==> src/rtl/alu_seq_ctrl_pkg.sv <==
// Shared ALU operation codes and sequencer state type for alu_seq_ctrl.
// The opcodes match the ALU's sinal_ula decoding.
package alu_seq_ctrl_pkg;

  localparam logic [2:0] OP_AND = 3'b000;
  localparam logic [2:0] OP_OR  = 3'b001;
  localparam logic [2:0] OP_ADD = 3'b010;
  localparam logic [2:0] OP_SUB = 3'b011;
  localparam logic [2:0] OP_SLT = 3'b100;

  typedef enum logic [2:0] {
    S_IDLE,
    S_MUL,
    S_DIV_CMP,
    S_DIV_SUB,
    S_DIV_INC,
    S_DONE
  } seq_state_t;

endpackage

==> src/rtl/alu_seq_ctrl.sv <==
// Multi-cycle multiply/divide sequencer that borrows the shared 8-bit ALU while busy.
// Multiply: done at T+9. Divide: done at T+2+3*quotient (T+1 on divide by zero).
module alu_seq_ctrl #(
  parameter int WIDTH     = 8,
  parameter int MUL_ITERS = 8
) (
  input  logic             i_clk,
  input  logic             i_rst_n,
  input  logic             i_start,
  input  logic             i_op,
  input  logic [WIDTH-1:0] i_operando_a,
  input  logic [WIDTH-1:0] i_operando_b,
  output logic             o_busy,
  output logic             o_done,
  output logic [WIDTH-1:0] o_resultado,
  output logic [WIDTH-1:0] o_resto,
  output logic             o_erro,
  output logic [WIDTH-1:0] o_alu_ent1,
  output logic [WIDTH-1:0] o_alu_ent2,
  output logic [2:0]       o_alu_sinal,
  input  logic [WIDTH-1:0] i_alu_saida,
  input  logic             i_alu_zero
);
  import alu_seq_ctrl_pkg::*;

  if (WIDTH != 8 || MUL_ITERS != WIDTH) begin : g_bad_param
    $error("alu_seq_ctrl supports only WIDTH=8 with MUL_ITERS=WIDTH");
  end

  localparam int CW = $clog2(MUL_ITERS);
  localparam logic [CW-1:0] LAST_STEP = CW'(MUL_ITERS - 1);

  seq_state_t       r_state;
  logic             r_busy, r_done, r_erro;
  logic [WIDTH-1:0] r_resultado, r_resto;
  logic [2:0]       r_sinal;
  logic [WIDTH-1:0] r_acc, r_mc, r_mp;
  logic [WIDTH-1:0] r_rem, r_div, r_q;
  logic [CW-1:0]    r_cnt;
  logic [WIDTH-1:0] w_ent1, w_ent2;

  // ALU operands come straight from state registers so the result is usable this cycle.
  always_comb begin
    w_ent1 = '0;
    w_ent2 = '0;
    case (r_state)
      S_MUL:                begin w_ent1 = r_acc; w_ent2 = r_mc;           end
      S_DIV_CMP, S_DIV_SUB: begin w_ent1 = r_rem; w_ent2 = r_div;          end
      S_DIV_INC:            begin w_ent1 = r_q;   w_ent2 = WIDTH'(1);      end
      default:              begin w_ent1 = '0;    w_ent2 = '0;             end
    endcase
  end

  always_ff @(posedge i_clk or negedge i_rst_n) begin
    if (!i_rst_n) begin
      r_state     <= S_IDLE;
      r_busy      <= 1'b0;
      r_done      <= 1'b0;
      r_erro      <= 1'b0;
      r_resultado <= '0;
      r_resto     <= '0;
      r_sinal     <= OP_AND;
      r_acc       <= '0;
      r_mc        <= '0;
      r_mp        <= '0;
      r_rem       <= '0;
      r_div       <= '0;
      r_q         <= '0;
      r_cnt       <= '0;
    end else begin
      r_done <= 1'b0;
      case (r_state)
        S_IDLE: begin
          if (i_start) begin
            r_busy <= 1'b1;
            r_erro <= 1'b0;
            r_acc  <= '0;
            r_q    <= '0;
            r_cnt  <= '0;
            r_mc   <= i_operando_a;
            r_mp   <= i_operando_b;
            r_rem  <= i_operando_a;
            r_div  <= i_operando_b;
            if (!i_op) begin
              r_state <= S_MUL;
              r_sinal <= OP_ADD;
            end else if (i_operando_b != '0) begin
              r_state <= S_DIV_CMP;
              r_sinal <= OP_SLT;
            end else begin
              r_state     <= S_DONE;
              r_done      <= 1'b1;
              r_erro      <= 1'b1;
              r_resultado <= '1;
              r_resto     <= i_operando_a;
              r_sinal     <= OP_AND;
            end
          end
        end
        S_MUL: begin
          if (r_mp[0]) r_acc <= i_alu_saida;
          r_mc  <= r_mc << 1;
          r_mp  <= r_mp >> 1;
          r_cnt <= r_cnt + CW'(1);
          if (r_cnt == LAST_STEP) begin
            r_state     <= S_DONE;
            r_done      <= 1'b1;
            r_resultado <= r_mp[0] ? i_alu_saida : r_acc;
            r_resto     <= '0;
            r_sinal     <= OP_AND;
          end
        end
        S_DIV_CMP: begin
          // slt result of zero means remainder >= divisor: another subtraction fits.
          if (i_alu_zero) begin
            r_state <= S_DIV_SUB;
            r_sinal <= OP_SUB;
          end else begin
            r_state     <= S_DONE;
            r_done      <= 1'b1;
            r_resultado <= r_q;
            r_resto     <= r_rem;
            r_sinal     <= OP_AND;
          end
        end
        S_DIV_SUB: begin
          r_rem   <= i_alu_saida;
          r_state <= S_DIV_INC;
          r_sinal <= OP_ADD;
        end
        S_DIV_INC: begin
          r_q     <= i_alu_saida;
          r_state <= S_DIV_CMP;
          r_sinal <= OP_SLT;
        end
        S_DONE: begin
          r_busy  <= 1'b0;
          r_state <= S_IDLE;
        end
        default: begin
          r_busy  <= 1'b0;
          r_state <= S_IDLE;
          r_sinal <= OP_AND;
        end
      endcase
    end
  end

  assign o_busy      = r_busy;
  assign o_done      = r_done;
  assign o_erro      = r_erro;
  assign o_resultado = r_resultado;
  assign o_resto     = r_resto;
  assign o_alu_sinal = r_sinal;
  assign o_alu_ent1  = w_ent1;
  assign o_alu_ent2  = w_ent2;

endmodule

==> config.mk <==
export PLATFORM = sky130hd
export DESIGN_NAME = alu_seq_ctrl
export DESIGN_NICKNAME = d
export VERILOG_FILES = /design/src/rtl/alu_seq_ctrl_pkg.sv /design/src/rtl/alu_seq_ctrl.sv
export SDC_FILE = /design/constraint.sdc
export NUM_CORES = 1
export LEC_CHECK = 0
export ABC_AREA = 1
export BUFFER_PORTS_ARGS = -buffer_cell sky130_fd_sc_hd__buf_2
export CORE_MARGIN = 4
export CORE_UTILIZATION = 50
export DETAILED_ROUTE_END_ITERATION = 10
export GPL_TIMING_DRIVEN = 0
export HOLD_SLACK_MARGIN = 0.05
export PLACE_DENSITY = 0.73
export SYNTH_ARGS = -nofsm -noshare
export SYNTH_HDL_FRONTEND = slang
export SYNTH_SLANG_ARGS = --single-unit
==> constraint.sdc <==
create_clock -name i_clk -period 1.7 [get_ports i_clk]
set_input_delay 0.085 -clock i_clk [delete_from_list [all_inputs] [get_ports i_clk]]
set_output_delay 0.085 -clock i_clk [all_outputs]
set_load 0.05 [all_outputs]
==> flow_metrics.py <==
metrics = {
    "placement": {
        "gp_congestion": 0.915,
        "placement.io_buffers": 66,
        "post-place-ws_ps": -228,
        "place_hpwl_um": 7030,
        "postPlaceCellArea_um2": 4100,
    },
    "grt": {
        "grt_overflow_total": 0,
        "globalRouteTotalUtil_pct": 27.2,
        "grt_max_degree": 40,
        "vias_in_the_first_global_route": 3800,
        "grt_pass1_wl_um": 18400,
        "number_of_antenna_violations_at_the_first_check_in_global_routing": 0,
    },
    "routing": {
        "drc": 0,
        "drtIter0Drc": 545,
        "drtPass1Iterations": 6,
        "final_antenna_net_count": 0,
        "vias": 3794,
        "post_drt_wl_per_cell_um": 16.9,
        "finalWirelength_um": 11500,
        "avgViaCountPerCell": 5.56,
    },
    "worst_setup_path": {
        "startpoint_type": "flip-flop",
        "critical_path_maximum_fanout": 8,
        "cp-end-kind": "output port",
        "end_of_the_worst_register_to_register_path": "o_resultado[5]",
        "crit_arrival_ps": 1710,
        "worstRegToRegCells": 7,
        "critPathRequiredTime_ps": 1620,
        "crit-reg2reg-launch": "r_mp[0]",
        "criticalPathCategory": "reg2out",
        "timing.reg2reg.setup_slack_ps": 10,
    },
    "clock_tree": {
        "cts_tree": "yes",
        "clk_pin_slew_worst_setup_hold_paths_ps": 80,
        "clk_path_buf_depth": 2,
        "cts_buffers": 9,
        "clock-root-buffer": "clkbuf_8",
        "worstSkewPairLatency_ps": 350,
        "cts.sinks": 76,
        "h-tree-depth": 3,
    },
    "sta": {
        "final.period_utilization_pct": 106,
        "report.final.slew_viol_count": 0,
        "slew_at_the_pin_with_the_worst_max_slew_slack_ps": 492,
        "timing.hold.ws_ps": 104,
        "max_slew_headroom_pct": 67.2,
        "timing.clock.skew_ps": 15.3,
        "final_period_minus_worst_setup_slack_ps": 1800,
        "hold_violations": 0,
        "finalWorstSetupSlack_ps": -97.3,
        "timing.final.setup_violations": 16,
        "max_freq_mhz": 556,
        "rsz0062_at_grt": "yes",
    },
    "hold_path": {
        "hold_path_class": "in2reg",
        "holdCritStartpoint": "i_start",
        "timing.hold.worst_endpoint": "o_erro",
        "whs_path_depth": 4,
    },
    "finish": {
        "final_layout_size_suffix_gt1_share_pct": 28.8,
        "final_core_utilization_pct": 74.9,
        "finish.instance_area_um2": 5180,
        "syn2layout_area_growth_pct": 43.1,
        "final_net_count": 612,
        "antenna_cells": 0,
    },
    "synthesis": {
        "synth_edf_count": 0,
        "post_synth.cell_area_avg_um2": 8.00,
        "postSynthRegisterBits": 76,
        "synthesis.nets": 483,
        "yosysUniqueCellTypes": 22,
        "synth-main-ff-cell": "dfrtp_1",
        "seq_area_frac_synth_pct": 52.6,
        "ys_async_sr_fraction_pct": 100,
        "post_synth_inst_count": 452,
        "ys.warnings.count": 0,
        "mappedNetlistArea_um2": 3620,
    },
    "power": {
        "totalPowerFinal_w": 0.0105,
        "p_sw_w": 0.00523,
        "p_clk_share_pct": 13.3,
        "power.switching_fraction_pct": 49.8,
        "p_leak_nw": 2.65,
        "intPower_w": 0.00527,
        "logic_pwr_share_pct": 58.0,
        "seq_power_share_pct": 28.8,
        "pwr_density_cell_nw_per_um2": 2030,
        "peakVddDrop_uv": 1230,
    },
    "floorplan": {
        "placementRows": 30,
        "die_w_um": 93.1,
        "design.core.area_um2": 6910,
        "height_of_the_die_um": 93.1,
        "initial_core_util_pct": 52.4,
        "design.portCount": 67,
        "die-area_um2": 8660,
    },
    "flow_run": {
        "drv_cap": 0,
    },
    "outcome": {
        "violated_checks": "negative setup slack",
        "result_of_the_run": "finished with violations",
    },
}
[state kept, by name, summed over array words and instances (netlist names), 3 cells and up]
| signal | flops |
|---|---|
| o_resto | 8 |
| o_resultado | 8 |
| r_acc | 8 |
| r_div | 8 |
| r_mc | 8 |
| r_mp | 8 |
| r_q | 8 |
| r_rem | 8 |
| o_alu_sinal | 3 |
| r_cnt | 3 |
| r_state | 3 |
[synth_stat cells, types with 2 or more instances]
cell / instances / area (um^2)
nand2_1: 176 / 661
dfrtp_1: 76 / 1900
nand3_1: 46 / 230
inv_1: 45 / 169
o21ai_0: 43 / 215
o211ai_1: 14 / 105
nor2_1: 10 / 37.5
buf_2: 9 / 45.0
o221ai_1: 8 / 70.1
clkbuf_1: 4 / 15.0
nor2_4: 4 / 45.0
inv_2: 3 / 11.3
a21oi_1: 2 / 10.0
ha_1: 2 / 25.0
nand2_2: 2 / 12.5
nor2_2: 2 / 12.5
[routing by layer]
metal | vias to the layer above | track usage [%] | wire [um]
met1 | 1770 | 34.3 | 4470
met4 | 0 | 15.6 | 525
met3 | 63 | 5.23 | 956
met2 | 242 | 43.7 | 5580
met5 | - | 0 | 0
li1 | 1719 | - | -
[stage by stage]
| step | TNS (ps) | instances |
|---|---|---|
| 6_report | -1190 | 682 |
| 5_1_grt | -2070 | 682 |
| 4_1_cts | -534 | 671 |
| 3_5_place_dp | -1510 | 615 |
| 3_3_place_gp | -1100 | 614 |
| 2_1_floorplan | -1990 | 452 |
[worst max-delay path by stage]
stage          slack (ps)       endpoint  cells past startpoint       start
6_report             -100  o_alu_ent1[3]                      7  r_state[2]
5_1_grt              -150  o_alu_ent2[3]                      6  r_state[2]
4_1_cts               -80  o_alu_ent2[5]                      6  r_state[2]
3_5_place_dp         -230  o_alu_ent2[0]                      5  r_state[1]
3_3_place_gp         -200  o_alu_ent2[0]                      5  r_state[1]
2_1_floorplan        -170  o_alu_ent1[0]                      5  r_state[0]
[cells by family (layout without fill, tap and decap cells)]
kind of cell    count (synthesis)  after routing  share of synthesized area, %
simple gates                  242            242                          28.2
flops                          76             76                          52.6
compound gates                 69             69                          11.5
buf+inv                        63            197                          7.06
fa+ha+maj                       2              2                         0.692
[power groups by stage]
stage / Sequential [W] / Combinational, W / Clock, W
CTS: 0.00294 / 0.00550 / 0.00139
global placement: 0.00295 / 0.00459 / 0
finish: 0.00302 / 0.00609 / 0.00139
floorplan: 0.00365 / 0.00275 / 0
global route: 0.00311 / 0.00655 / 0.00148
detailed placement: 0.00297 / 0.00468 / 0
[layout by cell type, fill, tap and decap left out, drive strengths merged]
master	n
clkinvlp	4
nor2	16
dfrtp	76
o21ai	43
dlygate4sd3	27
o221ai	8
nand3	47
buf	98
o211ai	14
bufinv	1
inv	46
nand2	179
clkbuf	18
clkinv	3
a31oi	1
o22a	1
a21oi	2
ha	2
[cell type report]
type                            instances  area [um^2]
Fill cell                             508         1730
Sequential cell                        76         1910
Timing Repair Buffer                  117          926
Tap cell                               96          120
Buffer                                 14          110
Timing Repair inverter                  1         7.51
Multi-Input combinational cell        313         1720
Clock buffer                           12          145
Clock inverter                          4         48.8
Inverter                               49          198
[worst max-delay path, stage by stage (launching register included)]
cell and delay (ps):
dfrtp_2 450, buf_6 130, nor2_4 150, buf_6 140
buf_12 150, nand2_4 60, o221ai_4 80, buf_6 190
[timing repair]
action	4_1_cts	5_1_grt
setup endpoints to repair	16	52
hold buffers	27	0
pin swaps	4	5
cloned	1	1
buffers inserted	12	10
endpoints found under the hold margin	78	0
gates resized for setup	66	49
No activity file was read; power rests on OpenSTA's default activity.
